**config.mk**
```make
export PLATFORM = sky130hd
export DESIGN_NAME = qupls_regfile_wrrouter
export DESIGN_NICKNAME = d
export VERILOG_FILES = /design/src/rtl/qupls_regfile_wrrouter.sv
export SDC_FILE = /design/constraint.sdc
export NUM_CORES = 2
export LEC_CHECK = 0
export CAP_MARGIN = 20
export CORE_AREA = 2 2 534 536
export CTS_CLUSTER_DIAMETER = 40
export DETAILED_ROUTE_END_ITERATION = 16
export DIE_AREA = 0 0 536 538
export SYNTH_ARGS = -nofsm -noshare
export SYNTH_HDL_FRONTEND = slang
export SYNTH_SLANG_ARGS = --single-unit
```
**constraint.sdc**
```tcl
create_clock -name clk -period 22.6 [get_ports clk]
set_clock_uncertainty 0.2 [all_clocks]
set_input_delay 5.65 -clock clk [delete_from_list [all_inputs] [get_ports clk]]
set_output_delay 5.65 -clock clk [all_outputs]
set_load 0.03 [all_outputs]
```
**src/rtl/qupls_regfile_wrrouter.sv**
```systemverilog
// Routes up to NCH functional-unit results onto NPORT register-file write ports via per-channel
// one-entry holding registers. Define QUPLS_RFROUT_RR_EN for rotating priority (default: fixed).
module qupls_regfile_wrrouter #(
  parameter int unsigned NCH    = 12,
  parameter int unsigned NPORT  = 4,
  parameter int unsigned AREG_W = 7,
  parameter int unsigned PREG_W = 9,
  parameter int unsigned VAL_W  = 64
) (
  input  logic                           rst,
  input  logic                           clk,
  input  logic [NCH-1:0]                 fu_v,
  output logic [NCH-1:0]                 fu_rdy,
  input  logic [NCH-1:0][AREG_W-1:0]     fu_aRt,
  input  logic [NCH-1:0][PREG_W-1:0]     fu_Rt,
  input  logic [NCH-1:0][VAL_W-1:0]      fu_res,
  input  logic [NCH-1:0]                 fu_tag,
  output logic [NPORT-1:0]               wp_v,
  output logic [NPORT-1:0][AREG_W-1:0]   wp_aRt,
  output logic [NPORT-1:0][PREG_W-1:0]   wp_Rt,
  output logic [NPORT-1:0][VAL_W-1:0]    wp_res,
  output logic [NPORT-1:0]               wp_tag,
  output logic [NPORT-1:0][3:0]          wp_ch,
  output logic                           stall,
  output logic [31:0]                    stall_cnt
);

  localparam int unsigned PW = (NCH > 1) ? $clog2(NCH) : 1;

  logic [NCH-1:0]               r_hold_v;
  logic [NCH-1:0][AREG_W-1:0]   r_hold_aRt;
  logic [NCH-1:0][PREG_W-1:0]   r_hold_Rt;
  logic [NCH-1:0][VAL_W-1:0]    r_hold_res;
  logic [NCH-1:0]               r_hold_tag;

  logic [NCH-1:0]               w_grant;
  logic [NCH-1:0]               w_cap;
  logic [NPORT-1:0]             w_port_v;
  logic [NPORT-1:0][3:0]        w_port_ch;
  logic [PW-1:0]                w_start;
  logic                         w_stall_d;

`ifdef QUPLS_RFROUT_RR_EN
  logic [PW-1:0] r_ptr;
  logic [PW-1:0] w_last;
  logic [PW-1:0] w_ptr_d;

  assign w_start = r_ptr;
  assign w_ptr_d = (w_last == PW'(NCH - 1)) ? '0 : w_last + 1'b1;
`else
  assign w_start = '0;
`endif

  // Walk channels in priority order from w_start; the n-th held channel found goes to port n.
  always_comb begin
    int unsigned idx;
    int unsigned cnt;
    w_grant   = '0;
    w_port_v  = '0;
    w_port_ch = '0;
    cnt       = 0;
`ifdef QUPLS_RFROUT_RR_EN
    w_last    = '0;
`endif
    for (int unsigned k = 0; k < NCH; k++) begin
      idx = 32'(w_start) + k;
      if (idx >= NCH) idx = idx - NCH;
      if (r_hold_v[idx] && cnt < NPORT) begin
        w_grant[idx]   = 1'b1;
        w_port_v[cnt]  = 1'b1;
        w_port_ch[cnt] = 4'(idx);
`ifdef QUPLS_RFROUT_RR_EN
        w_last         = PW'(idx);
`endif
        cnt            = cnt + 1;
      end
    end
  end

  assign fu_rdy    = ~r_hold_v | w_grant;
  assign w_cap     = fu_v & fu_rdy;
  assign w_stall_d = |(r_hold_v & ~w_grant);

  always_ff @(posedge clk) begin
    if (rst) begin
      r_hold_v  <= '0;
      wp_v      <= '0;
      wp_aRt    <= '0;
      wp_Rt     <= '0;
      wp_res    <= '0;
      wp_tag    <= '0;
      wp_ch     <= '0;
      stall     <= 1'b0;
      stall_cnt <= '0;
`ifdef QUPLS_RFROUT_RR_EN
      r_ptr     <= '0;
`endif
    end else begin
      // A granted channel that captures in the same cycle stays full with the new payload.
      r_hold_v <= w_cap | (r_hold_v & ~w_grant);
      for (int i = 0; i < NCH; i++) begin
        if (w_cap[i]) begin
          r_hold_aRt[i] <= fu_aRt[i];
          r_hold_Rt[i]  <= fu_Rt[i];
          r_hold_res[i] <= fu_res[i];
          r_hold_tag[i] <= fu_tag[i];
        end
      end
      wp_v <= w_port_v;
      for (int p = 0; p < NPORT; p++) begin
        if (w_port_v[p]) begin
          wp_aRt[p] <= r_hold_aRt[w_port_ch[p]];
          wp_Rt[p]  <= r_hold_Rt[w_port_ch[p]];
          wp_res[p] <= r_hold_res[w_port_ch[p]];
          wp_tag[p] <= r_hold_tag[w_port_ch[p]];
          wp_ch[p]  <= w_port_ch[p];
        end
      end
      stall <= w_stall_d;
      if (stall && stall_cnt != 32'hFFFF_FFFF) stall_cnt <= stall_cnt + 32'd1;
`ifdef QUPLS_RFROUT_RR_EN
      if (|w_grant) r_ptr <= w_ptr_d;
`endif
    end
  end

endmodule

```
==> reports/qor.log <==
[synthesis] average size of a mapped cell 9.45 sq um
[global_routing] GR Overflow Total 0
[cts] cell at the root of the clock tree sky130_fd_sc_hd__clkbuf_16
[synthesis] proportion of synthesized area in mux cells 6.66%
[synthesis] post-synth top area cell sky130_fd_sc_hd__edfxtp_1
[synthesis] top_reg_cell synth sky130_fd_sc_hd__edfxtp_1
[synthesis] post-synthesis compound-gate area fraction 18.4%
[synthesis] Syn Std Cell Area 71900 sq um
[synthesis] share of synthesized cell area in and, or, nand and nor gates 18.3%
[drt] count of antenna-violating nets left after detailed routing 0
[floorplanning] Boundary Pins 1375
[sta] unrepaired setup endpoints after global routing no
[synthesis] XOR/XNOR share of the synthesized area 0.594%
[synthesis] Yosys warnings 0
[cells_and_area] relative area change from synthesis to final layout 38.2%
[cts] number of levels the H-tree was split into 5
[cells_and_area] top library cells by usage in the layout, fill and taps aside sky130_fd_sc_hd__nand2_1 (2073), sky130_fd_sc_hd__clkdlybuf4s50_1 (1370), sky130_fd_sc_hd__edfxtp_1 (972)
[synthesis] largest cells by area after synthesis sky130_fd_sc_hd__edfxtp_1 (41%), sky130_fd_sc_hd__nand2_1 (11%), sky130_fd_sc_hd__dfxtp_1 (11%)
[cts] maximum number of buffers from clock root to sink 4
[critical_path] slowest cell on the critical path sky130_fd_sc_hd__clkdlybuf4s50_1
[drt] WL/cell 37.4 um
[floorplanning] die area 288000 sq um
[floorplanning] number of placement rows 196
[sta] Period minus WS final 16390 ps
[cells_and_area] most common cell after layout, fill and taps aside sky130_fd_sc_hd__nand2_1
[cts] clock tree from TritonCTS done
[sta] Slew headroom 17.7%
[synthesis] flip-flop and latch count after synthesis 1361
[power_and_ir_drop] Pleak 35.3 nW
[synthesis] Yosys cell types 90
[sta] Slew Limit Fails 0
[cts] CTS clk-pin slew, worst paths 50 ps
[power_and_ir_drop] VDD IR max 0.0998 mV
[sta] aggregate negative setup slack 0 ps
[synthesis] Post-synth EDFFs 972
[synthesis] area share of the leading cell type in the synthesized netlist 40.6%
[global_routing] global-route wire length before repair 634000 um
[run] Maximum Capacitance Violations 0
[floorplanning] DIE WIDTH 536 um
[power_and_ir_drop] total chip power 0.0137 W
[sta] worst hold slack across all endpoints 250 ps
[drt] via density per instance 6.06
[synthesis] Synth async-reset ratio 0%
[outcome] result of the run finished, final reports clean
[sta] highest attainable clock frequency 0.0610 GHz
[hold_path] type of the worst min-delay path flop to flop
[cts] clock buffer count from CTS 281
[synthesis] post-synthesis cell count 7604
[cells_and_area] nets@finish 9818
[synthesis] adder and majority gate portion of the synthesized area 0.515%
[drt] length of the first detailed-routing pass in iterations 10
[global_routing] global router's overall resource usage 31.7%
[floorplanning] Vert. Die Dim 538 um
[cells_and_area] fraction of layout instances using a drive strength above 1 9.36%
[critical_path] required time worst endpoint 16750 ps
[power_and_ir_drop] ratio of total power to cell area 138 nW/um^2
[sta] final hold vios 0
[synthesis] main combinational cell family by area after synthesis compound AO/OA/AOI/OAI gates
[cts] clock net sink count 1361
[global_routing] vias in the first global route 73300
[placement] weighted congestion reported at the end of routability-driven placement 0.961
[sta] worst slew pin tran 1230 ps
[sta] Setup Viol. Count Final 0
[critical_path] data arrival time of the critical path 10540 ps
[global_routing] largest net degree at the start of global routing 108
[drt] initial detailed-routing violation count 14600
[synthesis] Seq/Total Area, Yosys 51.4%
[critical_path] maximum fanout along the worst path 19
[drt] WL final 481000 um
[global_routing] initial antenna violation count 102
[placement] detailed placement HPWL 329000 um
[placement] Post-Place Cells 12300
[floorplanning] Placeable Area 283000 sq um
[critical_path] delay of the slowest cell on the worst path 710 ps
[sta] final critical-path setup slack 6210 ps
[placement] dpl ws 7250 ps
[cts] clock insertion delay at the later pin of the skew report 910 ps
[cts] # hold bufs at CTS 0
[critical_path] most common cell type on the critical path sky130_fd_sc_hd__ha_1
[critical_path] CP Capture Type output pin
[floorplanning] Starting Density 25.4%
[cts] Resize count post-CTS 0
[cells_and_area] count of filler cells inserted in the layout 28200
[cells_and_area] count of non-filler cells in the finished layout 12900
[critical_path] startpoint type of the worst setup path flop
[drt] post-route DRC violation count 0
[placement] port bufs 1371
[sta] final clock period utilization by the worst path 72.5%
[critical_path] path type of the worst setup path flop to output pin
[cts] number of buffers added for setup after CTS 0
[drt] via count 78000
==> state kept, by name, indices dropped and copies added (netlist names), 12 cells and up <==
signal / flops
r_hold_Rt: 108
r_hold_aRt: 84
r_hold_res: 768
r_hold_tag: 12
r_hold_v: 12
stall_cnt: 32
wp_Rt: 36
wp_aRt: 28
wp_ch: 16
wp_res: 256
==> path summary, 6_finish.rpt <==
check | cells after the start | slack (ps) | start | end
hold reg to reg | 2 | 250 | wp_res[29] | wp_res[29]
setup reg to reg | 41 | 8230 | r_hold_v[2] | wp_res[255]
hold / removal | 2 | 250 | wp_res[29] | wp_res[29]
setup / recovery | 33 | 6210 | r_hold_v[2] | fu_rdy[11]
==> power by group <==
part	total (W)	switching (W)	leakage (nW)	internal (W)
registers	0.00349	0.000430	12.3	0.00306
clock network	0.00435	0.00165	4.72	0.00270
logic	0.00587	0.00413	18.2	0.00174
total	0.0137	0.00621	35.3	0.00750
==> cell families (layout without fill, tap and decap cells) <==
logic type               count (synthesis)  after routing
AO/OA/AOI/OAI                         1866           1866
XOR/XNOR                                43             43
adder cells (fa/ha/maj)                 29             29
buffers and inverters                  666           2097
flip-flops                            1361           1361
multiplexers                           465            465
other                                    1             70
AND/OR/NAND/NOR                       3173           3173
==> cell usage after synthesis, types with 7 or more instances <==
library cell,instances
sky130_fd_sc_hd__nand2_1,2075
sky130_fd_sc_hd__edfxtp_1,972
sky130_fd_sc_hd__a21oi_1,479
sky130_fd_sc_hd__nand3_1,479
sky130_fd_sc_hd__dfxtp_1,389
sky130_fd_sc_hd__nor2_1,388
sky130_fd_sc_hd__mux2i_1,361
sky130_fd_sc_hd__clkbuf_1,345
sky130_fd_sc_hd__buf_2,234
sky130_fd_sc_hd__a211oi_1,182
sky130_fd_sc_hd__o21ai_0,157
sky130_fd_sc_hd__o31ai_1,138
sky130_fd_sc_hd__a2bb2oi_1,137
sky130_fd_sc_hd__mux2_2,104
sky130_fd_sc_hd__a32oi_1,88
sky130_fd_sc_hd__o2111ai_1,87
sky130_fd_sc_hd__a2111oi_0,85
sky130_fd_sc_hd__o221ai_1,82
sky130_fd_sc_hd__o22ai_1,77
sky130_fd_sc_hd__and2_1,64
sky130_fd_sc_hd__a32o_1,63
sky130_fd_sc_hd__a22o_1,62
sky130_fd_sc_hd__a21boi_0,54
sky130_fd_sc_hd__o211ai_1,50
sky130_fd_sc_hd__nor3_1,39
sky130_fd_sc_hd__and3_1,38
sky130_fd_sc_hd__a31oi_1,31
sky130_fd_sc_hd__ha_1,28
sky130_fd_sc_hd__inv_1,26
sky130_fd_sc_hd__buf_4,25
sky130_fd_sc_hd__xor2_1,25
sky130_fd_sc_hd__buf_1,24
sky130_fd_sc_hd__o41ai_1,23
sky130_fd_sc_hd__nand4_1,18
sky130_fd_sc_hd__xnor2_1,13
sky130_fd_sc_hd__nor2b_1,12
sky130_fd_sc_hd__o21ai_1,11
sky130_fd_sc_hd__a22oi_1,10
sky130_fd_sc_hd__nand2b_1,8
sky130_fd_sc_hd__buf_6,7
sky130_fd_sc_hd__nor3b_1,7
==> stage by stage <==
step | util [%] | instance area, sq um
after floorplan | - | 71900
after global placement | 31.6 | 89400
after detailed placement | 31.6 | 89400
after CTS | 35.0 | 99200
after global routing | 35.0 | 99200
final | 35.1 | 99300
==> layer usage <==
metal | routed length [um] | GRT usage, % | part of all wire [%] | up-vias
met5 | 325 | 0.0329 | 0.068 | -
met4 | 42500 | 23.7 | 8.8 | 48
met3 | 72900 | 12.5 | 15 | 2015
met2 | 194000 | 45.2 | 40 | 7979
met1 | 171000 | 38.4 | 36 | 37300
li1 | - | - | - | 30700
==> layout make-up <==
type / instances / area (sq um) / share of cell area, %
antenna: 67 / 168 / 0.169
sequential: 1361 / 37000 / 37.2
inverter: 31 / 126 / 0.127
timing repair buffer: 1549 / 15200 / 15.3
clock inverter: 209 / 2560 / 2.58
clock buffer: 308 / 7220 / 7.27
multi-input combinational: 5579 / 32400 / 32.6
tap: 3762 / 4710 / 4.74
==> worst max-delay path, delay by kind of cell (launching register included) <==
kind                       cells  cell delay, ps
AOI/OAI and AO/OA             10            2890
adders and majority gates      6            1950
buffers and inverters          7            1940
and+or+nand+nor                8            1590
muxes                          2             690
DFF                            1             580
Power figures use the tool's default switching activity.
